--- config.mk ---
export PLATFORM = sky130hd
export DESIGN_NAME = pipe_hazard_ctrl
export DESIGN_NICKNAME = d
export VERILOG_FILES = /design/src/rtl/pipe_hazard_ctrl.sv
export SDC_FILE = /design/constraint.sdc
export NUM_CORES = 1
export LEC_CHECK = 0
export ABC_AREA = 0
export CAP_MARGIN = 25
export CELL_PAD_IN_SITES_DETAIL_PLACEMENT = 1
export CELL_PAD_IN_SITES_GLOBAL_PLACEMENT = 2
export CORE_MARGIN = 3
export CORE_UTILIZATION = 15
export DETAILED_ROUTE_END_ITERATION = 6
export PLACE_DENSITY_LB_ADDON = 0.1
export SYNTH_ARGS = -nofsm -noshare
export SYNTH_HDL_FRONTEND = slang
export SYNTH_SLANG_ARGS = --single-unit
--- constraint.sdc ---
create_clock -name clk_i -period 4.2 [get_ports clk_i]
set_input_delay 0.63 -clock clk_i [delete_from_list [all_inputs] [get_ports clk_i]]
set_output_delay 0.63 -clock clk_i [all_outputs]
set_load 0.1 [all_outputs]
--- src/rtl/pipe_hazard_ctrl.sv ---
// Y86 pipeline hazard/exception controller with memory wait-states and watchdog.
// Optional performance counters are enabled by defining PIPE_PERF_CNT_EN.
module pipe_hazard_ctrl #(
  parameter int DMEM_TIMEOUT = 16,
  parameter int CNT_W        = 32
) (
  input  logic             clk_i,
  input  logic             rst_n_i,
  input  logic [3:0]       D_icode_i,
  input  logic [3:0]       E_icode_i,
  input  logic [3:0]       M_icode_i,
  input  logic [3:0]       d_srcA_i,
  input  logic [3:0]       d_srcB_i,
  input  logic [3:0]       E_dstM_i,
  input  logic             e_Cnd_i,
  input  logic [2:0]       m_stat_i,
  input  logic [2:0]       W_stat_i,
  input  logic             imem_ready_i,
  input  logic             M_mem_req_i,
  input  logic             dmem_ready_i,
  output logic             F_stall_o,
  output logic             D_stall_o,
  output logic             E_stall_o,
  output logic             M_stall_o,
  output logic             W_stall_o,
  output logic             D_bubble_o,
  output logic             E_bubble_o,
  output logic             M_bubble_o,
  output logic             W_bubble_o,
  output logic [1:0]       state_o,
  output logic             halted_o,
  output logic             fault_o,
  output logic [CNT_W-1:0] stall_cnt_o,
  output logic [CNT_W-1:0] flush_cnt_o
);

  localparam logic [3:0] IMRMOVQ = 4'h5;
  localparam logic [3:0] IJXX    = 4'h7;
  localparam logic [3:0] IRET    = 4'h9;
  localparam logic [3:0] IPOPQ   = 4'hB;
  localparam logic [3:0] RNONE   = 4'hF;
  localparam logic [2:0] SHLT    = 3'd2;
  localparam logic [2:0] SADR    = 3'd3;
  localparam logic [2:0] SINS    = 3'd4;

  localparam int WC_RAW = $clog2(DMEM_TIMEOUT + 1);
  localparam int WC_W   = (WC_RAW < 1) ? 1 : WC_RAW;
  localparam bit WD_EN  = (DMEM_TIMEOUT > 0);
  localparam logic [WC_W-1:0] WC_LAST =
    WC_W'(WD_EN ? DMEM_TIMEOUT - 1 : 0);
  localparam logic [WC_W-1:0] WC_MAX = WC_W'(DMEM_TIMEOUT);

  typedef enum logic [1:0] {
    S_RUN   = 2'b00,
    S_DRAIN = 2'b01,
    S_HALT  = 2'b10,
    S_BAD   = 2'b11
  } state_e;

  state_e          r_state;
  state_e          w_state_nxt;
  logic            r_halted;
  logic            r_fault;
  logic [WC_W-1:0] r_wait_cnt;

  logic w_exc_m;
  logic w_exc_w;
  logic w_load_use;
  logic w_ret;
  logic w_mispred;
  logic w_dwait;
  logic w_iwait;
  logic w_halt;
  logic w_run_dwait;
  logic w_wd_exp;

  assign w_exc_m = (m_stat_i == SHLT) | (m_stat_i == SADR) |
                   (m_stat_i == SINS);
  assign w_exc_w = (W_stat_i == SHLT) | (W_stat_i == SADR) |
                   (W_stat_i == SINS);

  assign w_load_use = ((E_icode_i == IMRMOVQ) | (E_icode_i == IPOPQ)) &
                      (E_dstM_i != RNONE) &
                      ((E_dstM_i == d_srcA_i) | (E_dstM_i == d_srcB_i));
  assign w_ret      = (D_icode_i == IRET) | (E_icode_i == IRET) |
                      (M_icode_i == IRET);
  assign w_mispred  = (E_icode_i == IJXX) & ~e_Cnd_i;
  assign w_dwait    = M_mem_req_i & ~dmem_ready_i;
  assign w_iwait    = ~imem_ready_i;

  assign w_halt      = (r_state == S_HALT);
  assign w_run_dwait = w_dwait & ~w_halt;
  assign w_wd_exp    = WD_EN & w_dwait & (r_wait_cnt == WC_LAST);

  always_comb begin
    F_stall_o  = 1'b0;
    D_stall_o  = 1'b0;
    E_stall_o  = 1'b0;
    M_stall_o  = 1'b0;
    W_stall_o  = 1'b0;
    D_bubble_o = 1'b0;
    E_bubble_o = 1'b0;
    M_bubble_o = 1'b0;
    W_bubble_o = 1'b0;
    unique case (1'b1)
      w_halt: begin
        F_stall_o = 1'b1;
        D_stall_o = 1'b1;
        E_stall_o = 1'b1;
        M_stall_o = 1'b1;
        W_stall_o = 1'b1;
      end
      w_run_dwait: begin
        F_stall_o  = 1'b1;
        D_stall_o  = 1'b1;
        E_stall_o  = 1'b1;
        M_stall_o  = 1'b1;
        W_stall_o  = w_exc_w;
        W_bubble_o = ~w_exc_w;
      end
      default: begin
        F_stall_o  = w_load_use | w_ret | w_iwait;
        D_stall_o  = w_load_use;
        D_bubble_o = w_mispred | (~w_load_use & (w_ret | w_iwait));
        E_bubble_o = w_load_use | w_mispred;
        M_bubble_o = w_exc_m | w_exc_w;
        W_stall_o  = w_exc_w;
      end
    endcase
  end

  always_comb begin
    w_state_nxt = r_state;
    unique case (r_state)
      S_RUN: begin
        if (w_exc_w | w_wd_exp)
          w_state_nxt = S_HALT;
        else if (w_exc_m)
          w_state_nxt = S_DRAIN;
      end
      S_DRAIN: begin
        if (w_exc_w | w_wd_exp)
          w_state_nxt = S_HALT;
      end
      S_HALT:  w_state_nxt = S_HALT;
      default: w_state_nxt = S_HALT;
    endcase
  end

  always_ff @(posedge clk_i or negedge rst_n_i) begin
    if (!rst_n_i) begin
      r_state    <= S_RUN;
      r_halted   <= 1'b0;
      r_fault    <= 1'b0;
      r_wait_cnt <= '0;
    end else begin
      r_state  <= w_state_nxt;
      r_halted <= (w_state_nxt == S_HALT);
      if (w_wd_exp)
        r_fault <= 1'b1;
      if (!w_dwait)
        r_wait_cnt <= '0;
      else if (r_wait_cnt != WC_MAX)
        r_wait_cnt <= r_wait_cnt + 1'b1;
    end
  end

  assign state_o  = r_state;
  assign halted_o = r_halted;
  assign fault_o  = r_fault;

`ifdef PIPE_PERF_CNT_EN
  logic [CNT_W-1:0] r_stall_cnt;
  logic [CNT_W-1:0] r_flush_cnt;

  // flushes are only counted when the bubble actually lands (not held by dwait)
  always_ff @(posedge clk_i or negedge rst_n_i) begin
    if (!rst_n_i) begin
      r_stall_cnt <= '0;
      r_flush_cnt <= '0;
    end else begin
      if (F_stall_o && !w_halt && (r_stall_cnt != '1))
        r_stall_cnt <= r_stall_cnt + 1'b1;
      if (w_mispred && !w_halt && !w_dwait && (r_flush_cnt != '1))
        r_flush_cnt <= r_flush_cnt + 1'b1;
    end
  end

  assign stall_cnt_o = r_stall_cnt;
  assign flush_cnt_o = r_flush_cnt;
`else
  assign stall_cnt_o = '0;
  assign flush_cnt_o = '0;
`endif

endmodule

==> out/qor.txt <==
Outcome - complete, no violations
Num rows - 31
Top cell type's share of synthesized area - 41.7%
GPL Wtd Cong - 0.701
Fill cells - 911
Vias in the first global route - 898
Tot Pwr - 501 µW
R2r startpoint - r_wait_cnt[1]
R2r worst-path depth - 6
PostCTS Resize Cnt - 0
Number of DRC markers in iteration 0 - 10
Synth Register Bits - 9
IO Port Bufs - 48
Drt drc - 0
Seq/Total Area, Yosys - 19.2%
Area of the die - 8900 µm²
Leak pwr - 0.704 nW
Synth Area in Simple Gates - 17.1%
Final #Nets - 228
Ant. Diodes - 0
# hold bufs at CTS - 0
Core area - 7410 µm²
CTS tree - built
Startpoint types - input port
Slew HR - 33.9%
Post-synthesis xor/xnor area fraction - 8.23%
CP Data Required Time - 3.57 ns
CTS Buf Count - 3
Initial Utilization - 15.8%
Max cap viols - 0
Hold Vio Cnt, Final - 0
Mapped Avg Cell Area - 8.43 µm²
Worst-Margin Slew - 0.989 ns
Hold_sp - fault_o
Place WS - 1.21 ns
Setup_tns - 0 ns
Period minus WS final - 2.97 ns
Routed Antenna Nets - 0
Initial antenna violation count - 0
Number of flops mapped to enable cells by yosys - 0
First-pass GRT wire length - 4620 µm
Final setup margin - 1.23 ns
Pre-Repair DR Iteration Count - 4
Post-synth top area cell - buf_4
Die width - 94.4 µm
Setup bufs post-CTS - 0
Max-slew violations - 0
Synth async-reset ratio - 100%
Period utilization - 70.8%
Yosys Warn Count - 0
RSZ-0062 raised after global routing - false
HPWL Detailed - 2850 µm
Vias per cell - 3.07
Largest family of logic cells by synthesized area - buffers and inverters
Final Setup Violations - 0
VDD IR max - 84.2 µV
CTS H-tree lvls - 1
Wire per inst - 11.2 µm
Grt ovf - 0
Worst-path clk slew - 0.05 ns
Adder-Cell Fraction of Synth Area - 3.21%
Area delta synth->final - 30.9%
Final instance area - 1530 µm²
Post-synthesis compound-gate area fraction - 4.91%
Die height - 94.4 µm
CTS max path bufs - 2
Crit Path Category - in2out
Worst Hold Depth - 1
Top_reg_cell synth - dfrtp_1
Skew final - 0.000995 ns
Reg-to-reg endpoint - state_o[0]
Largest net degree at the start of global routing - 10
Multiplexer area fraction after synthesis - 2.56%
Sinks on Clock Net - 9
Root buffer cell - clkbuf_8
DRT Wirelength - 3230 µm
Synth top area cells - buf_4, dfrtp_1, xor2_1
Hold Crit Class - reg2reg
Syn Inst Count - 139
Post-Syn Area - 1170 µm²
PD cells - 327 nW/µm²
Share of post-route cells with drive strength above 1 - 9.04%
Vias - 882
Library cells used by synthesis - 29
R2R setup slack - 2.70 ns
Hold Crit Endpoint - fault_o
Max frequency - 336 MHz
CP Max Fanout - 4
Clock Latency Late Sink - 0.23 ns
DP Area - 1490 µm²
Total GRT Usage - 6.69%
Setup crit end kind - primary output
CP arrival - 2.34 ns
I/O pin count - 113
==> routing by layer <==
metal / track usage [%] / vias to the layer above / part of all wire, %
met5: 0 / - / 0
met4: 2.89 / 0 / 1.1
met3: 1.99 / 4 / 9.9
met2: 12.2 / 49 / 53
met1: 7.12 / 411 / 36
li1: - / 418 / -
==> cell families (layout without fill, tap and decap cells) <==
group | after synthesis | in the layout
muxes | 3 | 3
xor gates and xnor gates | 11 | 11
and+or+nand+nor | 32 | 32
adders and majority gates | 3 | 3
buffers and inverters | 71 | 57
AOI/OAI and AO/OA | 9 | 9
DFF | 9 | 9
other | 1 | 64
==> cell usage in the layout (no fill, tap or decap), types with 2 or more instances in the layout <==
master,netlist,final
conb_1,1,64
clkdlybuf4s50_1,0,39
xor2_1,9,9
dfrtp_1,9,9
buf_4,65,9
nor2_1,6,6
a21oi_1,6,6
nand2_1,6,6
inv_1,5,5
mux2i_1,3,3
nor4bb_1,3,3
ha_1,3,3
clkbuf_8,1,3
nand2b_1,2,2
nor4_2,2,2
nand4_1,2,2
nand3_1,2,2
xnor2_1,2,2
==> worst max path at each step <==
stage	from	end	depth (start not counted)
finish	E_dstM_i[1]	E_bubble_o	6
global route	E_dstM_i[1]	E_bubble_o	6
CTS	E_dstM_i[1]	E_bubble_o	6
detailed placement	E_dstM_i[1]	E_bubble_o	6
global placement	E_dstM_i[1]	E_bubble_o	6
floorplan	state_o[0]	E_bubble_o	3
==> flip-flops by register name (all words and copies together), names as in the netlist <==
signal	count
fault_o	1
state_o	2
halted_o	1
r_wait_cnt	5
==> worst max-delay path, cell delays in order <==
cell             delay [ns]
clkdlybuf4s50_1        0.48
xor2_1                 0.20
nor4_2                 0.34
o2111ai_2              0.19
a21oi_1                0.18
buf_4                  0.31
==> power breakdown <==
| part | leakage, nW | switching, mW | internal [mW] |
|---|---|---|---|
| Combinational | 0.567 | 0.271 | 0.0381 |
| Clock | 0.0228 | 0.0366 | 0.0664 |
| Sequential | 0.114 | 0.000830 | 0.0879 |
| Total | 0.704 | 0.309 | 0.192 |
==> through the flow <==
stage | utilization, % | hold WS (ns) | instances
floorplan | - | 0.334 | 202
global placement | 20.1 | 0.459 | 283
detailed placement | 20.1 | 0.463 | 283
CTS | 20.7 | 0.474 | 287
global route | 20.7 | 0.498 | 287
finish | 20.7 | 0.462 | 287
==> area by class of cell <==
class,instances,area (µm²),area share (%)
Multi-Input combinational cell,122,662,43.2
Tap cell,99,124,8.08
Clock buffer,4,45.0,2.94
Inverter,5,18.8,1.22
Sequential cell,9,225,14.7
Timing Repair Buffer,48,458,29.9
==> Yosys cell counts, types with 2 or more instances <==
cell,count
buf_4,65
dfrtp_1,9
xor2_1,9
a21oi_1,6
nand2_1,6
nor2_1,6
inv_1,5
ha_1,3
mux2i_1,3
nor4bb_1,3
nand2b_1,2
nand3_1,2
nand4_1,2
nor4_2,2
xnor2_1,2
Power figures use the tool's default switching activity.
